File: src/rtl/alu_seq_ctrl_if.sv
// alu_seq_ctrl_if -- bundle of every non-clock signal around alu_seq_ctrl.
//   in_data/in_valid/in_ready      : command/operand byte stream (upstream)
//   alu_a/alu_b/alu_sel            : operands and opcode presented to the ALU
//   alu_dout/alu_flags             : combinational ALU response
//   out_data/out_flags/out_valid/out_ready : captured result stream (downstream)
//   op_count                       : completed-operation counter
// Modports:
//   master : the surroundings (upstream source, ALU, downstream sink)
//   slave  : the sequencer itself
interface alu_seq_ctrl_if #(
  parameter int unsigned DW = 8
);
  logic [DW-1:0] in_data;
  logic          in_valid;
  logic          in_ready;
  logic [DW-1:0] alu_a;
  logic [DW-1:0] alu_b;
  logic [3:0]    alu_sel;
  logic [DW-1:0] alu_dout;
  logic [3:0]    alu_flags;
  logic [DW-1:0] out_data;
  logic [3:0]    out_flags;
  logic          out_valid;
  logic          out_ready;
  logic [7:0]    op_count;

  modport master (
    output in_data, in_valid, alu_dout, alu_flags, out_ready,
    input  in_ready, alu_a, alu_b, alu_sel, out_data, out_flags, out_valid, op_count
  );

  modport slave (
    input  in_data, in_valid, alu_dout, alu_flags, out_ready,
    output in_ready, alu_a, alu_b, alu_sel, out_data, out_flags, out_valid, op_count
  );
endinterface

File: src/rtl/alu_seq_ctrl.sv
// alu_seq_ctrl -- operand/opcode sequencer in front of a combinational ALU.
// Loads opcode, operand A and operand B beats from a valid/ready byte stream,
// drives them to the ALU, waits one cycle for the ALU to settle, captures
// dout/flags and offers them downstream over a second valid/ready handshake.
// Ports:
//   clk : rising-edge clock
//   rst : asynchronous active-high reset
//   bus : alu_seq_ctrl_if.slave (byte stream in, ALU drive/response,
//         result stream out, op_count)
// Optional feature: define ALU_SEQ_CTRL_CHAIN_EN to let an opcode beat with
// bit 4 set reuse the last captured result as operand A (skips the A beat).
module alu_seq_ctrl #(
  parameter int unsigned DW = 8
) (
  input logic          clk,
  input logic          rst,
  alu_seq_ctrl_if.slave bus
);

  typedef enum logic [2:0] {S_OP, S_A, S_B, S_EXEC, S_DONE} state_t;

  state_t        state_q, state_d;
  logic [DW-1:0] alu_a_q, alu_a_d;
  logic [DW-1:0] alu_b_q, alu_b_d;
  logic [3:0]    alu_sel_q, alu_sel_d;
  logic [DW-1:0] out_data_q, out_data_d;
  logic [3:0]    out_flags_q, out_flags_d;
  logic          out_valid_q, out_valid_d;
  logic [7:0]    op_count_q, op_count_d;
  logic          in_ready;
  logic          beat;
  logic          chain_take;

`ifdef ALU_SEQ_CTRL_CHAIN_EN
  logic          last_valid_q, last_valid_d;
  // Chaining is only meaningful once a result has actually been captured.
  assign chain_take = bus.in_data[4] && last_valid_q;
`else
  assign chain_take = 1'b0;
`endif

  assign beat = bus.in_valid && in_ready;

  // State register
  always_ff @(posedge clk or posedge rst) begin
    if (rst) state_q <= S_OP;
    else     state_q <= state_d;
  end

  // Next-state logic
  always_comb begin
    state_d = state_q;
    case (state_q)
      S_OP:    if (beat) state_d = chain_take ? S_B : S_A;
      S_A:     if (beat) state_d = S_B;
      S_B:     if (beat) state_d = S_EXEC;
      S_EXEC:  state_d = S_DONE;
      S_DONE:  if (bus.out_ready) state_d = S_OP;
      default: state_d = S_OP;
    endcase
  end

  // Output logic: ready depends on state and reset only
  always_comb begin
    in_ready = 1'b0;
    if (!rst) begin
      case (state_q)
        S_OP, S_A, S_B: in_ready = 1'b1;
        default:        in_ready = 1'b0;
      endcase
    end
  end

  // Datapath next values; everything holds unless its loading state says otherwise
  always_comb begin
    alu_a_d     = alu_a_q;
    alu_b_d     = alu_b_q;
    alu_sel_d   = alu_sel_q;
    out_data_d  = out_data_q;
    out_flags_d = out_flags_q;
    out_valid_d = out_valid_q;
    op_count_d  = op_count_q;
`ifdef ALU_SEQ_CTRL_CHAIN_EN
    last_valid_d = last_valid_q;
`endif
    case (state_q)
      S_OP: begin
        if (beat) begin
          alu_sel_d = bus.in_data[3:0];
          if (chain_take) alu_a_d = out_data_q;
        end
      end
      S_A: if (beat) alu_a_d = bus.in_data;
      S_B: if (beat) alu_b_d = bus.in_data;
      S_EXEC: begin
        out_data_d  = bus.alu_dout;
        out_flags_d = bus.alu_flags;
        out_valid_d = 1'b1;
        op_count_d  = op_count_q + 8'd1;
`ifdef ALU_SEQ_CTRL_CHAIN_EN
        last_valid_d = 1'b1;
`endif
      end
      S_DONE: if (bus.out_ready) out_valid_d = 1'b0;
      default: ;
    endcase
  end

  always_ff @(posedge clk or posedge rst) begin
    if (rst) begin
      alu_a_q     <= '0;
      alu_b_q     <= '0;
      alu_sel_q   <= '0;
      out_data_q  <= '0;
      out_flags_q <= '0;
      out_valid_q <= 1'b0;
      op_count_q  <= '0;
`ifdef ALU_SEQ_CTRL_CHAIN_EN
      last_valid_q <= 1'b0;
`endif
    end else begin
      alu_a_q     <= alu_a_d;
      alu_b_q     <= alu_b_d;
      alu_sel_q   <= alu_sel_d;
      out_data_q  <= out_data_d;
      out_flags_q <= out_flags_d;
      out_valid_q <= out_valid_d;
      op_count_q  <= op_count_d;
`ifdef ALU_SEQ_CTRL_CHAIN_EN
      last_valid_q <= last_valid_d;
`endif
    end
  end

  assign bus.in_ready  = in_ready;
  assign bus.alu_a     = alu_a_q;
  assign bus.alu_b     = alu_b_q;
  assign bus.alu_sel   = alu_sel_q;
  assign bus.out_data  = out_data_q;
  assign bus.out_flags = out_flags_q;
  assign bus.out_valid = out_valid_q;
  assign bus.op_count  = op_count_q;

endmodule
File: src/flat_wrapper.sv
// flat-port wrapper written by rule: the top's interface ports become plain ports
module alu_seq_ctrl_flat 
#(
  parameter int unsigned DW = 8
)
  (clk, rst, bus_in_data, bus_in_valid, bus_alu_dout, bus_alu_flags, bus_out_ready, bus_in_ready, bus_alu_a, bus_alu_b, bus_alu_sel, bus_out_data, bus_out_flags, bus_out_valid, bus_op_count);
  alu_seq_ctrl_if #(.DW(DW)) bus_i ();
  input logic clk;
  input logic rst;
  input wire logic [$bits(bus_i.in_data)-1:0] bus_in_data;
  input wire logic [$bits(bus_i.in_valid)-1:0] bus_in_valid;
  input wire logic [$bits(bus_i.alu_dout)-1:0] bus_alu_dout;
  input wire logic [$bits(bus_i.alu_flags)-1:0] bus_alu_flags;
  input wire logic [$bits(bus_i.out_ready)-1:0] bus_out_ready;
  output wire logic [$bits(bus_i.in_ready)-1:0] bus_in_ready;
  output wire logic [$bits(bus_i.alu_a)-1:0] bus_alu_a;
  output wire logic [$bits(bus_i.alu_b)-1:0] bus_alu_b;
  output wire logic [$bits(bus_i.alu_sel)-1:0] bus_alu_sel;
  output wire logic [$bits(bus_i.out_data)-1:0] bus_out_data;
  output wire logic [$bits(bus_i.out_flags)-1:0] bus_out_flags;
  output wire logic [$bits(bus_i.out_valid)-1:0] bus_out_valid;
  output wire logic [$bits(bus_i.op_count)-1:0] bus_op_count;
  assign bus_i.in_data = bus_in_data;
  assign bus_i.in_valid = bus_in_valid;
  assign bus_i.alu_dout = bus_alu_dout;
  assign bus_i.alu_flags = bus_alu_flags;
  assign bus_i.out_ready = bus_out_ready;
  assign bus_in_ready = bus_i.in_ready;
  assign bus_alu_a = bus_i.alu_a;
  assign bus_alu_b = bus_i.alu_b;
  assign bus_alu_sel = bus_i.alu_sel;
  assign bus_out_data = bus_i.out_data;
  assign bus_out_flags = bus_i.out_flags;
  assign bus_out_valid = bus_i.out_valid;
  assign bus_op_count = bus_i.op_count;
  alu_seq_ctrl #(.DW(DW)) u_core (.clk(clk), .rst(rst), .bus(bus_i));
endmodule
File: config.mk
export PLATFORM = sky130hd
export DESIGN_NAME = alu_seq_ctrl_flat
export DESIGN_NICKNAME = d
export VERILOG_FILES = /design/src/rtl/alu_seq_ctrl_if.sv /design/src/rtl/alu_seq_ctrl.sv /design/src/flat_wrapper.sv
export SDC_FILE = /design/constraint.sdc
export NUM_CORES = 1
export LEC_CHECK = 0
export ABC_CLOCK_PERIOD_IN_PS = 2700
export CORE_MARGIN = 2
export CORE_UTILIZATION = 40
export DETAILED_ROUTE_END_ITERATION = 6
export GPL_TIMING_DRIVEN = 0
export PLACE_DENSITY = 0.73
export SLEW_MARGIN = 20
export SYNTH_ARGS = -nofsm -noshare
export SYNTH_HDL_FRONTEND = slang
export SYNTH_SLANG_ARGS = --single-unit
File: constraint.sdc
create_clock -name clk -period 2.7 [get_ports clk]
set_input_delay 0.27 -clock clk [delete_from_list [all_inputs] [get_ports clk]]
set_output_delay 0.27 -clock clk [all_outputs]
set_load 0.02 [all_outputs]
-- After elaboration in Yosys (flattened, before gate mapping)
Cells that the tools add are included.
- word-level logic and storage cells: 35
- input port bits: 24
- bits in registers: 44
- reductions and logical operators: 9
- mux-type cells: 9
- add/subtract/negate cells: 1
- equal/unequal tests: 8
- operators with widths (cell ; count):
    $pmux 3 s5 ; 1
    $mux 3 ; 4
    $add 8x1->8 const B ; 1
    $reduce_and 2->1 ; 4
    $eq 3x2->1 const B ; 2
    $ne 2x1->1 const B ; 3
    $reduce_and 4->1 ; 1
    $eq 3x1->1 const B ; 1
    $eq 3x3->1 const B ; 1
    $logic_not 3->1 ; 1
    $mux 1 ; 3
    $reduce_or 3->1 ; 1
    $ne 2x2->1 const B ; 1
    $pmux 1 s2 ; 1
    $reduce_bool 2->1 ; 1
    $logic_and 1x1->1 ; 1

-- Logic depth before layout (Yosys ltp)
- depth after elaboration: 7
- gate-level depth with buffers: 6
- mapped depth without buffers: 3

-- Worst setup path after synthesis
OpenSTA, ideal clock, no wires.
- path type: input port to flip-flop
- start point: input rst
- end point: register u_core.state_q[1]
- setup time: 79 ps
- required time: 2621 ps
- path slack: 1107 ps
- arrival time: 1514 ps
- buffers on the path: 0
- cell stages on the path: 3
- path through: inv_1 -> nand3_1 -> a21oi_1
- word-level cells in the longest chain between the ends: 4
- RTL lines (what ; RTL line ; source):
    start: declaration ; flat_wrapper.sv:9 ; input logic rst;
    $mux 1 * ; alu_seq_ctrl.sv:66 ; if (!rst) begin
    $logic_and 1x1->1 * ; alu_seq_ctrl.sv:42 ; assign beat = bus.in_valid && in_ready;
    $ne 2x1->1 (no line) ; n/a ;
    $reduce_and 4->1 (no line) * ; n/a ;
    end signal: assignment ; alu_seq_ctrl.sv:47 ; else state_q <= state_d;
    end: declaration ; alu_seq_ctrl.sv:22 ; state_t state_q, state_d;
Mark *: on every way between the ends. The rest lies on a longest branch, timed or not.
A chain may end at the register's enable or synchronous reset.

-- Worst setup path in the final report
- start point: register u_core.state_q[1]
- end point: output bus_in_ready
- word-level cells in the longest chain between the ends: 4
- RTL lines (what ; RTL line ; source):
    $eq 3x1->1 (tied with other cells) ; alu_seq_ctrl.sv:67 ; case (state_q)
    $reduce_or 3->1 * ; alu_seq_ctrl.sv:67 ;
    $mux 1 * ; alu_seq_ctrl.sv:67 ;
    $mux 1 * ; alu_seq_ctrl.sv:66 ;
    end: declaration ; flat_wrapper.sv:15 ; output wire logic [$bits(bus_i.in_ready)-1:0] bus_in_ready;
Marks and branches as above.

==> flow_metrics.env <==
export IMPL_placedCellCount=269
export IMPL_min_period_ps=2000
export IMPL_gr_max_usage_layer="met2"
export IMPL_vias_per_cell=4.78
export IMPL_critPathMaxStageDelay_ps=650
export IMPL_cp_cell_sequence="buf_2, a211oi_1, clkdlybuf4s50_1"
export IMPL_pre_cts_ws_ps=739
export IMPL_synthCells=151
export IMPL_pwr_share_clk_pct=12.4
export IMPL_wirelength_mm=3.55
export IMPL_finalCritPeriodShare_pct=74.2
export IMPL_grt_overflow=0
export IMPL_ys_flop_type="dfrtp_1"
export IMPL_synth_edf_count=0
export IMPL_synth_cell_type_count=28
export IMPL_start_util_pct=41.3
export IMPL_clk_pin_slew_ps=70
export IMPL_fin_setup_tns_ps=0
export IMPL_synth_most_common_cell="dfrtp_1"
export IMPL_final_util_pct=59.9
export IMPL_synth_top_area_cell="dfrtp_1"
export IMPL_cts_tree="done"
export IMPL_use_met2_pct=24.4
export IMPL_cts_made_buffers=5
export IMPL_core_area_um2=4350
export IMPL_syn_area_per_cell_um2=11.9
export IMPL_cp_arrival_ps=1730
export IMPL_layout_drive_gt1_share_pct=16.7
export IMPL_die_w_um=71.0
export IMPL_synth_top_cell_area_share_pct=61.3
export IMPL_synth_seq_cells=44
export IMPL_drc_errors=0
export IMPL_synthSimpleGateAreaFrac_pct=17.7
export IMPL_switching_power_mw=1.05
export IMPL_p_seq_share_pct=37.9
export IMPL_min_path_type="register to register"
export IMPL_fin_area_um2=2610
export IMPL_synthTopCellsByArea="dfrtp_1, mux2_2, nand2_1, xnor2_1, xor2_1"
export IMPL_p_leak_nw=1.21
export IMPL_drt_wirelength_per_cell_um=13.0
export IMPL_grt_max_degree=24
export IMPL_clk_path_buf_depth=2
export IMPL_synth_seq_area_share_pct=61.3
export IMPL_switching_share_pct=36.3
export IMPL_ctsHoldBuffers=0
export IMPL_ir_drop_mv=0.490
export IMPL_setup_slack_ps=696
export IMPL_fmax_ghz=0.499
export IMPL_end_kind="output port"
export IMPL_core_rowCount=24
export IMPL_drtAntennaViolNets=0
export IMPL_slew_headroom_pct=64.6
export IMPL_comb_power_share_pct=49.7
export IMPL_synth_compound_gate_area_share_pct=1.81
export IMPL_grt_pass1_vias=1295
export IMPL_max_cap_violations=0
export IMPL_numPortBuffers=65
export IMPL_crit_path_max_fanout=9
export IMPL_synth_xor_area_share_pct=3.41
export IMPL_finalHoldViolations=0
export IMPL_synthArstFlopShare_pct=100
export IMPL_n_antenna_cell=0
export IMPL_syn_nets=176
export IMPL_clk_latency_ps=280
export IMPL_final_setup_viol_count=0
export IMPL_post_cts_buffers=0
export IMPL_nNetsFinal=249
export IMPL_cp_required_ps=2430
export IMPL_synth_fa_ha_area_share_pct=0.696
export IMPL_synthMuxAreaShare_pct=12.5
export IMPL_intPower_mw=1.84
export IMPL_synth_top_cells_by_count="dfrtp_1, nand2_1, mux2_2"
export IMPL_clockRootBuffer="clkbuf_8"
export IMPL_ctsResizeCount=0
export IMPL_die_area_um2=5040
export IMPL_grt_use_met3_pct=4.42
export IMPL_drtIter0Drc=58
export IMPL_num_vias=1309
export IMPL_grt_total_usage_pct=15.6
export IMPL_status="completed"
export IMPL_drt_first_pass_iters=4
export IMPL_crit_type="register to output port"
export IMPL_rsz0062_at_grt="no"
export IMPL_antenna_found_initial=0
export IMPL_ios=66
export IMPL_startpoint_type="register"
export IMPL_fillCellCount=372
export IMPL_slowest_stage="clkdlybuf4s50_1"
export IMPL_worst_clock_skew_ps=3.05
export IMPL_synth_area_um2=1800
export IMPL_clock_sinks=44
export IMPL_die_h_um=71.0
export IMPL_grtUsageMet1_pct=20.8
export IMPL_p_per_area_nw_per_um2=1110
export IMPL_place_gp_congestion=0.763
export IMPL_grt_pass1_wl_mm=6.09
export IMPL_stdcell_count=274
export IMPL_ys_warnings_count=0
export IMPL_syn2layout_area_growth_pct=45.2
export IMPL_worst_pin_slew_ps=530
export IMPL_h_tree_depth=2
export IMPL_dpl_instance_area_um2=2540
export IMPL_dp_hpwl_mm=2.65
export IMPL_drv_slew=0
export IMPL_synth_top_family_by_area="simple AND/OR/NAND/NOR gates"
-- kinds of logic after synthesis --
logic type               Yosys count
XOR/XNOR                           7
AO/OA/AOI/OAI                      6
AND/OR/NAND/NOR                   64
flip-flops                        44
buffers and inverters              9
multiplexers                      20
adder cells (fa/ha/maj)            1
-- worst paths after layout --
path	slack [ps]	cells after the start	endpoint	startpoint
min in group asynchronous	510	2	u_core.bus.alu_b[6]	rst
hold reg to reg	470	1	u_core.bus.op_count[7]	u_core.bus.op_count[7]
setup / recovery	700	3	bus_in_ready	u_core.state_q[1]
max in group asynchronous	1710	3	u_core.bus.out_flags[3]	rst
hold / removal	470	1	u_core.bus.op_count[7]	u_core.bus.op_count[7]
setup reg to reg	1280	4	u_core.bus.alu_a[6]	u_core.state_q[2]
-- state kept, by name (all words and copies together) (netlist names) --
register	flops
u_core.bus.op_count	8
u_core.bus.out_data	8
u_core.bus.alu_sel	4
u_core.bus.out_valid	1
u_core.bus.out_flags	4
u_core.bus.alu_b	8
u_core.bus.alu_a	8
u_core.state_q	3
-- per-stage QoR --
step,hold WS [ps],total power [mW]
final,471,2.90
after global routing,501,3.09
after CTS,474,2.94
after detailed placement,464,2.57
after global placement,457,2.53
after floorplan,375,1.87
-- cell usage in the layout, fill, tap and decap left out, types with 3 or more instances in the layout --
master	instances
clkdlybuf4s50_1	65
dfrtp_1	44
nand2_1	43
mux2_2	20
clkbuf_8	5
a21oi_1	4
xnor2_1	4
buf_2	3
nor2_1	3
nand4_1	3
xor2_1	3
-- power by group through the flow --
stage          sequential (mW)  combinational (mW)  clock, mW
3_5_place_dp              1.11                1.46          0
5_1_grt                   1.13                1.55      0.412
6_report                  1.10                1.44      0.359
4_1_cts                   1.10                1.46      0.379
2_1_floorplan             1.43               0.448          0
3_3_place_gp              1.10                1.43          0
-- final cells by class --
cell class,count,area (µm²),share of cell area (%)
tap,52,65.1,2.49
clock buffer,5,68.8,2.64
sequential,44,1100,42.2
timing repair buffer,66,678,26.0
inverter,3,11.3,0.432
multi-input combinational,98,649,24.9
buffer,6,35.0,1.34
-- layer usage --
| layer | wire [µm] | vias to the layer above |
|---|---|---|
| li1 | - | 648 |
| met1 | 1580 | 619 |
| met2 | 1760 | 36 |
| met3 | 158 | 6 |
| met4 | 56 | 0 |
| met5 | 0 | - |
-- critical path: cells and delay by family, from the launching register on --
family	cells	cell delay, ps
compound gates	1	270
buf+inv	2	820
flops	1	360
No activity file was read; power rests on OpenSTA's default activity.
